==> config.mk <==
export PLATFORM = sky130hd
export DESIGN_NAME = move_sequencer
export DESIGN_NICKNAME = d
export VERILOG_FILES = /design/src/rtl/move_pkg.sv /design/src/rtl/move_fifo.sv /design/src/rtl/move_sequencer.sv
export SDC_FILE = /design/constraint.sdc
export NUM_CORES = 1
export LEC_CHECK = 0
export BUFFER_PORTS_ARGS = -buffer_cell sky130_fd_sc_hd__buf_4
export CAP_MARGIN = 5
export CORE_ASPECT_RATIO = 1.5
export CORE_UTILIZATION = 25
export CTS_BUF_LIST = sky130_fd_sc_hd__clkbuf_4
export CTS_CLUSTER_DIAMETER = 60
export DETAILED_ROUTE_END_ITERATION = 10
export PLACE_DENSITY = 0.44
export SLEW_MARGIN = 10
export SYNTH_ARGS = -nofsm -noshare
export SYNTH_HDL_FRONTEND = slang
export SYNTH_SLANG_ARGS = --single-unit
==> constraint.sdc <==
create_clock -name clk -period 2.4 [get_ports clk]
set_input_delay 0.12 -clock clk [delete_from_list [all_inputs] [get_ports clk]]
set_output_delay 0.12 -clock clk [all_outputs]
set_load 0.01 [all_outputs]
==> src/rtl/move_pkg.sv <==
// -----------------------------------------------------------------------------
// move_pkg
// Shared types for the move sequencer: the move opcode enumeration and the
// command word carried through the command FIFO.
// -----------------------------------------------------------------------------
package move_pkg;

    // Opcode encoding is visible on the engine interface, so values are fixed.
    typedef enum logic [1:0] {
        ROT   = 2'd0,
        LEFT  = 2'd1,
        RIGHT = 2'd2,
        DOWN  = 2'd3
    } move_op_t;

    // One queued command: the move and whether gravity (not the player) made it.
    typedef struct packed {
        move_op_t op;
        logic     auto;
    } move_cmd_t;

    // Neutral command used as a default and for the empty-queue output value.
    localparam move_cmd_t CMD_NONE = '{op: ROT, auto: 1'b0};

endpackage : move_pkg

==> src/rtl/move_fifo.sv <==
// -----------------------------------------------------------------------------
// move_fifo
// Small synchronous FIFO of move commands. The head entry is read
// combinationally from storage (no fall-through: a push is visible only after
// the clock edge that writes it). A push while full is accepted only when a
// pop happens in the same cycle, in which case the occupancy is unchanged.
//
// Ports:
//   clk      system clock
//   reset    synchronous, active-high; empties the queue
//   i_push   write i_data this cycle (ignored if full and not popping)
//   i_data   command to write
//   i_pop    remove the head entry this cycle (ignored if empty)
//   o_head   current head entry (meaningless while o_empty)
//   o_full   occupancy == DEPTH
//   o_empty  occupancy == 0
//   o_level  current occupancy, 0..DEPTH
// -----------------------------------------------------------------------------
module move_fifo
    import move_pkg::*;
#(
    parameter int DEPTH = 4     // power of two, at least 2
) (
    input  logic                   clk,
    input  logic                   reset,
    input  logic                   i_push,
    input  move_cmd_t              i_data,
    input  logic                   i_pop,
    output move_cmd_t              o_head,
    output logic                   o_full,
    output logic                   o_empty,
    output logic [$clog2(DEPTH):0] o_level
);

    localparam int AW = $clog2(DEPTH);

    move_cmd_t         r_mem [DEPTH];
    logic [AW-1:0]     r_wr_ptr;
    logic [AW-1:0]     r_rd_ptr;
    logic [AW:0]       r_level;

    logic              w_do_push;
    logic              w_do_pop;

    assign o_full    = (r_level == (AW + 1)'(DEPTH));
    assign o_empty   = (r_level == '0);
    assign o_level   = r_level;
    assign o_head    = r_mem[r_rd_ptr];

    assign w_do_pop  = i_pop && !o_empty;
    assign w_do_push = i_push && (!o_full || w_do_pop);

    // Pointers are exactly AW bits wide, so DEPTH being a power of two makes
    // the natural overflow of the increment the modulo-DEPTH wrap.
    // NOTE: clocked state uses non-blocking (<=) assignments so every register
    // samples the pre-edge values of the others, whatever the statement order.
    always_ff @(posedge clk) begin
        if (reset) begin
            r_wr_ptr <= '0;
            r_rd_ptr <= '0;
            r_level  <= '0;
        end else begin
            if (w_do_push) begin
                r_wr_ptr <= r_wr_ptr + 1'b1;
            end
            if (w_do_pop) begin
                r_rd_ptr <= r_rd_ptr + 1'b1;
            end
            case ({w_do_push, w_do_pop})
                2'b10:   r_level <= r_level + 1'b1;
                2'b01:   r_level <= r_level - 1'b1;
                default: r_level <= r_level;
            endcase
        end
    end

    // NOTE: the storage array is deliberately left out of reset; an entry is
    // only ever read after it has been written, and r_level guards that.
    always_ff @(posedge clk) begin
        if (w_do_push) begin
            r_mem[r_wr_ptr] <= i_data;
        end
    end

endmodule : move_fifo

==> src/rtl/move_sequencer.sv <==
// -----------------------------------------------------------------------------
// move_sequencer
// Consumer of the one-cycle player move pulses. Merges the pulses with an
// internal gravity timer, queues at most one command per cycle in move_fifo,
// and presents the queue head to the game-board engine over valid/ready.
//
// Ports:
//   clk        system clock
//   reset      synchronous, active-high; clears queue, timer, overflow
//   rotate     one-cycle rotate request pulse
//   down       one-cycle manual soft-drop pulse
//   left       one-cycle move-left pulse
//   right      one-cycle move-right pulse
//   pause      level; freezes gravity, ignores user pulses, gates cmd_valid
//   cmd_valid  head command available
//   cmd_ready  engine accepts the head command this cycle
//   cmd_op     head opcode (ROT=0, LEFT=1, RIGHT=2, DOWN=3)
//   cmd_auto   head command was generated by gravity
//   overflow   sticky; some user command was dropped
//   level      current queue occupancy
// -----------------------------------------------------------------------------
module move_sequencer
    import move_pkg::*;
#(
    parameter int DEPTH          = 4,           // power of two, at least 2
    parameter int GRAVITY_CYCLES = 50_000_000   // at least 2
) (
    input  logic                   clk,
    input  logic                   reset,
    input  logic                   rotate,
    input  logic                   down,
    input  logic                   left,
    input  logic                   right,
    input  logic                   pause,
    output logic                   cmd_valid,
    input  logic                   cmd_ready,
    output logic [1:0]             cmd_op,
    output logic                   cmd_auto,
    output logic                   overflow,
    output logic [$clog2(DEPTH):0] level
);

    localparam int            CW        = $clog2(GRAVITY_CYCLES);
    localparam logic [CW-1:0] GRAV_LAST = CW'(GRAVITY_CYCLES - 1);

    // ------------------------------------------------------------------
    // State
    // ------------------------------------------------------------------
    logic [CW-1:0] r_grav_cnt;
    logic          r_grav_pending;
    logic          r_overflow;

    // ------------------------------------------------------------------
    // Combinational nets
    // ------------------------------------------------------------------
    logic          w_rot;
    logic          w_left;
    logic          w_right;
    logic          w_down;
    logic          w_multi;
    logic          w_req;
    logic          w_user_req;
    move_cmd_t     w_sel_cmd;
    logic          w_space;
    logic          w_push;
    logic          w_pop;
    logic          w_drop;
    logic          w_tick;
    logic          w_grav_push;
    logic          w_manual_down_push;
    logic [CW-1:0] w_cnt_next;
    logic          w_pending_next;

    move_cmd_t              w_head;
    logic                   w_full;
    logic                   w_empty;
    logic [$clog2(DEPTH):0] w_level;

    // User pulses do not exist while paused; they are not even overflow.
    assign w_rot   = rotate & ~pause;
    assign w_left  = left   & ~pause;
    assign w_right = right  & ~pause;
    assign w_down  = down   & ~pause;

    // More than one user pulse in a cycle means all but the winner are lost.
    assign w_multi = (w_rot   & (w_left | w_right | w_down)) |
                     (w_left  & (w_right | w_down))          |
                     (w_right &  w_down);

    // ------------------------------------------------------------------
    // Priority select: rotate > left > right > down > pending gravity
    // ------------------------------------------------------------------
    // NOTE: every output of this block gets a default before the if-chain, so
    // no path leaves a value unassigned and no latch is inferred.
    always_comb begin
        w_req      = 1'b0;
        w_user_req = 1'b0;
        w_sel_cmd  = CMD_NONE;
        if (w_rot) begin
            w_req      = 1'b1;
            w_user_req = 1'b1;
            w_sel_cmd  = '{op: ROT, auto: 1'b0};
        end else if (w_left) begin
            w_req      = 1'b1;
            w_user_req = 1'b1;
            w_sel_cmd  = '{op: LEFT, auto: 1'b0};
        end else if (w_right) begin
            w_req      = 1'b1;
            w_user_req = 1'b1;
            w_sel_cmd  = '{op: RIGHT, auto: 1'b0};
        end else if (w_down) begin
            w_req      = 1'b1;
            w_user_req = 1'b1;
            w_sel_cmd  = '{op: DOWN, auto: 1'b0};
        end else if (r_grav_pending) begin
            // Gravity may enqueue even while paused; only the timer freezes.
            w_req      = 1'b1;
            w_sel_cmd  = '{op: DOWN, auto: 1'b1};
        end
    end

    // ------------------------------------------------------------------
    // Handshake and queue write decision
    // ------------------------------------------------------------------
    assign cmd_valid = ~w_empty & ~pause;
    assign w_pop     = cmd_valid & cmd_ready;

    // A full queue still takes a write when the head leaves in the same cycle.
    assign w_space   = ~w_full | w_pop;
    assign w_push    = w_req & w_space;

    // A user command that cannot be written is lost; a gravity request that
    // cannot be written simply stays pending, so it never counts here.
    assign w_drop    = w_multi | (w_user_req & ~w_space);

    assign w_grav_push        = w_push & ~w_user_req;
    assign w_manual_down_push = w_push &  w_user_req & (w_sel_cmd.op == DOWN);

    // ------------------------------------------------------------------
    // Gravity timer
    // ------------------------------------------------------------------
    assign w_tick = ~pause & (r_grav_cnt == GRAV_LAST);

    // Later assignments win: a fresh tick re-arms the request even in the
    // cycle an older one is written, but a manual drop restarts the period and
    // swallows any tick, so the player never gets a second drop for free.
    always_comb begin
        w_cnt_next     = r_grav_cnt;
        w_pending_next = r_grav_pending;
        if (!pause) begin
            w_cnt_next = w_tick ? '0 : r_grav_cnt + 1'b1;
        end
        if (w_grav_push) begin
            w_pending_next = 1'b0;
        end
        if (w_tick) begin
            w_pending_next = 1'b1;
        end
        if (w_manual_down_push) begin
            w_cnt_next     = '0;
            w_pending_next = 1'b0;
        end
    end

    always_ff @(posedge clk) begin
        if (reset) begin
            r_grav_cnt     <= '0;
            r_grav_pending <= 1'b0;
            r_overflow     <= 1'b0;
        end else begin
            r_grav_cnt     <= w_cnt_next;
            r_grav_pending <= w_pending_next;
            r_overflow     <= r_overflow | w_drop;
        end
    end

    // ------------------------------------------------------------------
    // Command queue
    // ------------------------------------------------------------------
    move_fifo #(
        .DEPTH   (DEPTH)
    ) u_fifo (
        .clk     (clk),
        .reset   (reset),
        .i_push  (w_push),
        .i_data  (w_sel_cmd),
        .i_pop   (w_pop),
        .o_head  (w_head),
        .o_full  (w_full),
        .o_empty (w_empty),
        .o_level (w_level)
    );

    // The head is shown straight from storage; an empty queue reads as the
    // neutral command so the outputs are defined right after reset.
    assign cmd_op   = w_empty ? CMD_NONE.op   : w_head.op;
    assign cmd_auto = w_empty ? CMD_NONE.auto : w_head.auto;
    assign overflow = r_overflow;
    assign level    = w_level;

endmodule : move_sequencer
==> impl_summary.md <==
Status
The flow ran to the end, and the final reports show no timing, DRC or antenna violations.

Global route
The number of global-route vias before repair is slightly below 2k. The wire length of the first global-routing pass is about 9200 um. The number of antenna violations at the first check in global routing is 0.

The total global-route track usage is 0.114. Global routing finished with a remaining overflow of 0. The largest net degree at the start of global routing is 28.

Die
The core region area is 0.00963 mm2. For this configuration, the core starts out at a cell density of 0.255. The die height is ~120 um. The number of placed I/O pins is 16. Measured along the x axis, the die boundary spans between 80 and 90 um. The floorplan has 44 rows. The floorplan step defined a die boundary enclosing just over 0.01 mm2.

Synth
The share of synthesized area in the top cell type comes to 0.301. The number of flip-flops and latches in the synthesized netlist is slightly below 50. By area the synthesized netlist is led by sky130_fd_sc_hd__dfxtp_1 (30%), sky130_fd_sc_hd__edfxtp_1 (15%), sky130_fd_sc_hd__nor2_1 (3.2%).

The xor and xnor area share after synthesis is 0.0498. Of the total synthesized cell area, the portion taken by AND, OR, NAND and NOR gates is 0.257. The net count of the mapped netlist is approximately 260. The share of synthesized flip-flops with an asynchronous set or reset is 0. The proportion of synthesized area in mux cells is 0.0361. Counting flops with a built-in enable in the synthesized netlist gives 12. The mapped cell area is about 0.0025 mm2. sky130_fd_sc_hd__dfxtp_1 takes more of the synthesized area than any other cell. In the synthesized netlist the dominant register cell turns out to be sky130_fd_sc_hd__dfxtp_1. The number of library cell types mapped by synthesis is between 40 and 50. The cell count after synthesis is roughly 240.

During synthesis, Yosys emitted a total of 0 warnings. After synthesis, the largest family of logic cells by area is simple AND/OR/NAND/NOR gates. After synthesis, the mean cell area works out to roughly 10 um2. Of the total synthesized cell area, the portion taken by full adders, half adders and majority gates is 0.0427. The area fraction in compound gates after synthesis is 0.132.

The portion of the post-synthesis area used by sequential elements is 0.448.

Clock network
The count of buffers added by post-CTS timing repair for setup is 0. For the worst-skew pair, the clock arrives at the later sink with an insertion delay of around 0.38 ns. The TritonCTS clock tree is done. The clock net in this run drives a total of between 40 and 50 sinks. The clock input transition at the sequential cells of the worst setup and hold paths is about 0.15 ns. Counting the buffers created by CTS gives 5.

The number of cells upsized or downsized after cts is 0. The number of buffers between clock root and the deepest sink is 2. The tree is rooted in a sky130_fd_sc_hd__clkbuf_4. The H-tree generated during clock tree synthesis spans 2 levels. Buffers inserted to repair hold after CTS numbered 1.

Finish
The most common cell after layout, fill and taps aside is sky130_fd_sc_hd__dfxtp_1. The area growth from synthesis to layout is 14.1%. The final antenna diode count is 0. In the layout the commonest cells are sky130_fd_sc_hd__dfxtp_1 (37), sky130_fd_sc_hd__nor2_1 (21), sky130_fd_sc_hd__buf_4 (19), sky130_fd_sc_hd__o21ai_0 (13). The number of nets in the layout is 278. The ratio of cells with drive above 1 in the final layout is 0.178.

Timing
For the final routed database, the setup TNS stands at 0 ns. The final number of setup-violating endpoints is 0. The measured slew at the worst slew-check pin is 0.735 ns.

The worst path needs between 2 and 2.5 ns of the cycle, external delays included. The hold violation count in the final report is 0. Static timing analysis puts the maximum clock frequency at 0.474 GHz.

The final count of pins violating max slew is 0. Measured against its own limit, the worst slew margin works out to 0.510. The worst clock skew is roughly 0.018 ns. Setup repair after global routing left no endpoint under its margin. Dividing the final minimum period by the clock period gives 0.879.

Worst setup path
The critical path ends at u_fifo.o_level[2]$_SDFFE_PP0P_. The worst setup path is launched from a flip-flop. The worst setup path is captured at a flip-flop.

The depth of the worst register-to-register path is 10. The type of the worst setup path is flip-flop to flip-flop. For the worst setup path, the data arrival time is roughly 2.4 ns.

Data on the critical path is required at its endpoint by roughly 2.7 ns. The flop-to-flop setup slack is slightly below 0.3 ns. The beginning of the critical path is u_fifo.o_level[0]$_SDFFE_PP0P_. The worst-path maximum fanout is 5. The source of the worst register-to-register timing path is u_fifo.o_level[0]$_SDFFE_PP0P_. The cell type of the slowest stage on the worst timing path is sky130_fd_sc_hd__dfxtp_1. The largest single stage delay on the critical path is around 0.38 ns. By instance count, the cell type seen most on the critical path is sky130_fd_sc_hd__inv_1. The signal on the critical path passes through nor2_1, nand3_1, o21a_1, inv_1, ha_1, inv_1, fa_1, xor2_1, or3_1, a21oi_1. The endpoint of the worst-slack reg-to-reg timing path is u_fifo.o_level[2]$_SDFFE_PP0P_.

Pwr
The leakage power is 0.961 nW. The total power draw is 1.67 mW. IR analysis of the VDD net gives a maximum drop of 271 uV.

The power density over the cells is about 600 mW/mm2.

Routing
Dividing the detail-routed wire length by the instance count gives around 14 um. The count of vias placed by the detailed router is between 1.5k and 2k. Using the TritonRoute via totals, the vias-per-cell ratio works out to about 5.0. Summed over all layers, the routed wires come to around 5300 um. The initial DRC count is 54. The pre-antenna-repair detailed-routing pass consisted of 4 iterations. After detailed routing, the number of remaining DRC violations is 0. The count of nets left with antenna violations once routing finished came out at 0.

Place
The global placer's final weighted congestion is ~0.70. The count of buffers added on input and output ports is 15. The post-detailed-placement half-perimeter wirelength is a little under 4000 um.

Worst hold path
The class of the tightest hold or removal check is input port to flip-flop.

Run
The tool flagged a number of max-cap violations equal to 0.
==> critical path: cells and delay by family (launching register included) <==
kind	cells	cell delay (ns)
AOI/OAI and AO/OA	2	0.28
xor gates and xnor gates	1	0.15
adders and majority gates	2	0.53
buffers and inverters	2	0.12
DFF	1	0.38
and+or+nand+nor	3	0.59
==> cell families (layout without fill, tap and decap cells) <==
| family | Yosys count | after routing |
|---|---|---|
| buf+inv | 19 | 39 |
| mux | 5 | 5 |
| compound gates | 46 | 46 |
| simple gates | 103 | 103 |
| flops | 49 | 49 |
| fa+ha+maj | 8 | 8 |
| xor+xnor | 14 | 14 |
==> registers in the layout (all words and copies together) (netlist names), named ones only <==
signal and flops:
r_grav_pending 1, u_fifo.r_wr_ptr 2, r_grav_cnt 26, overflow 1
u_fifo.r_rd_ptr 2, u_fifo.r_mem 12, u_fifo.o_level 3
==> Yosys cell counts, types with 2 or more instances <==
| cell | n |
|---|---|
| sky130_fd_sc_hd__and3_1 | 3 |
| sky130_fd_sc_hd__and4b_1 | 2 |
| sky130_fd_sc_hd__a311o_1 | 3 |
| sky130_fd_sc_hd__and4_1 | 3 |
| sky130_fd_sc_hd__nor2_1 | 21 |
| sky130_fd_sc_hd__dfxtp_1 | 37 |
| sky130_fd_sc_hd__edfxtp_1 | 12 |
| sky130_fd_sc_hd__a211oi_1 | 8 |
| sky130_fd_sc_hd__xor2_1 | 8 |
| sky130_fd_sc_hd__clkbuf_1 | 3 |
| sky130_fd_sc_hd__a211oi_2 | 5 |
| sky130_fd_sc_hd__xnor2_1 | 6 |
| sky130_fd_sc_hd__nand4_1 | 6 |
| sky130_fd_sc_hd__nand2_1 | 8 |
| sky130_fd_sc_hd__nand4_2 | 2 |
| sky130_fd_sc_hd__nor2b_1 | 5 |
| sky130_fd_sc_hd__or3_1 | 12 |
| sky130_fd_sc_hd__nand2b_1 | 3 |
| sky130_fd_sc_hd__o31ai_1 | 3 |
| sky130_fd_sc_hd__nor3b_1 | 2 |
| sky130_fd_sc_hd__nor3_1 | 6 |
| sky130_fd_sc_hd__nor3_2 | 4 |
| sky130_fd_sc_hd__buf_2 | 3 |
| sky130_fd_sc_hd__ha_1 | 6 |
| sky130_fd_sc_hd__nand3_1 | 12 |
| sky130_fd_sc_hd__mux4_2 | 3 |
| sky130_fd_sc_hd__inv_1 | 10 |
| sky130_fd_sc_hd__o22a_1 | 2 |
| sky130_fd_sc_hd__or4_1 | 3 |
| sky130_fd_sc_hd__o21ai_0 | 13 |
| sky130_fd_sc_hd__a21oi_1 | 10 |
| sky130_fd_sc_hd__and2_1 | 4 |
==> cell type report <==
type,count,area [um2]
clock inverter,3,41.3
timing repair buffer,21,173
tap,115,144
clock buffer,5,37.5
fill,1018,6830
inverter,10,37.5
sequential,49,1100
multi-input combinational,176,1270
==> where the power goes <==
group / internal [mW] / switching (mW)
logic: 0.130 / 0.137
clock network: 0.216 / 0.275
registers: 0.881 / 0.0305
total: 1.23 / 0.443
==> per-stage QoR <==
step / utilization / hold slack, ns / cell area, um2 / instances / setup WS, ns
after global routing: 0.291 / 0.0763 / 2810 / 379 / 0.118
final: 0.291 / 0.0977 / 2810 / 379 / 0.290
after floorplan: - / 0.304 / 2460 / 244 / 0.376
after global placement: 0.282 / 0.406 / 2720 / 370 / 0.256
after CTS: 0.291 / 0.0637 / 2810 / 379 / 0.259
after detailed placement: 0.282 / 0.409 / 2720 / 370 / 0.235
==> routing by layer <==
layer	share of wire	vias to the layer above	global-route usage
li1	-	944	-
met1	0.39	909	0.110
met2	0.56	21	0.231
met3	0.027	7	0.0240
met4	0.018	0	0.0453
met5	0	-	0
==> worst min path at each step <==
stage	startpoint	slack, ns	to	depth (start not counted)
2_1_floorplan	reset	0.30	u_fifo.r_wr_ptr[1]$_SDFFE_PP0P_	2
3_3_place_gp	reset	0.41	u_fifo.o_level[2]$_SDFFE_PP0P_	2
3_5_place_dp	reset	0.41	u_fifo.o_level[2]$_SDFFE_PP0P_	2
4_1_cts	right	0.06	overflow$_SDFF_PP0_	3
5_1_grt	right	0.08	overflow$_SDFF_PP0_	3
6_report	right	0.1	overflow$_SDFF_PP0_	3
No activity file was read; power rests on OpenSTA's default activity.
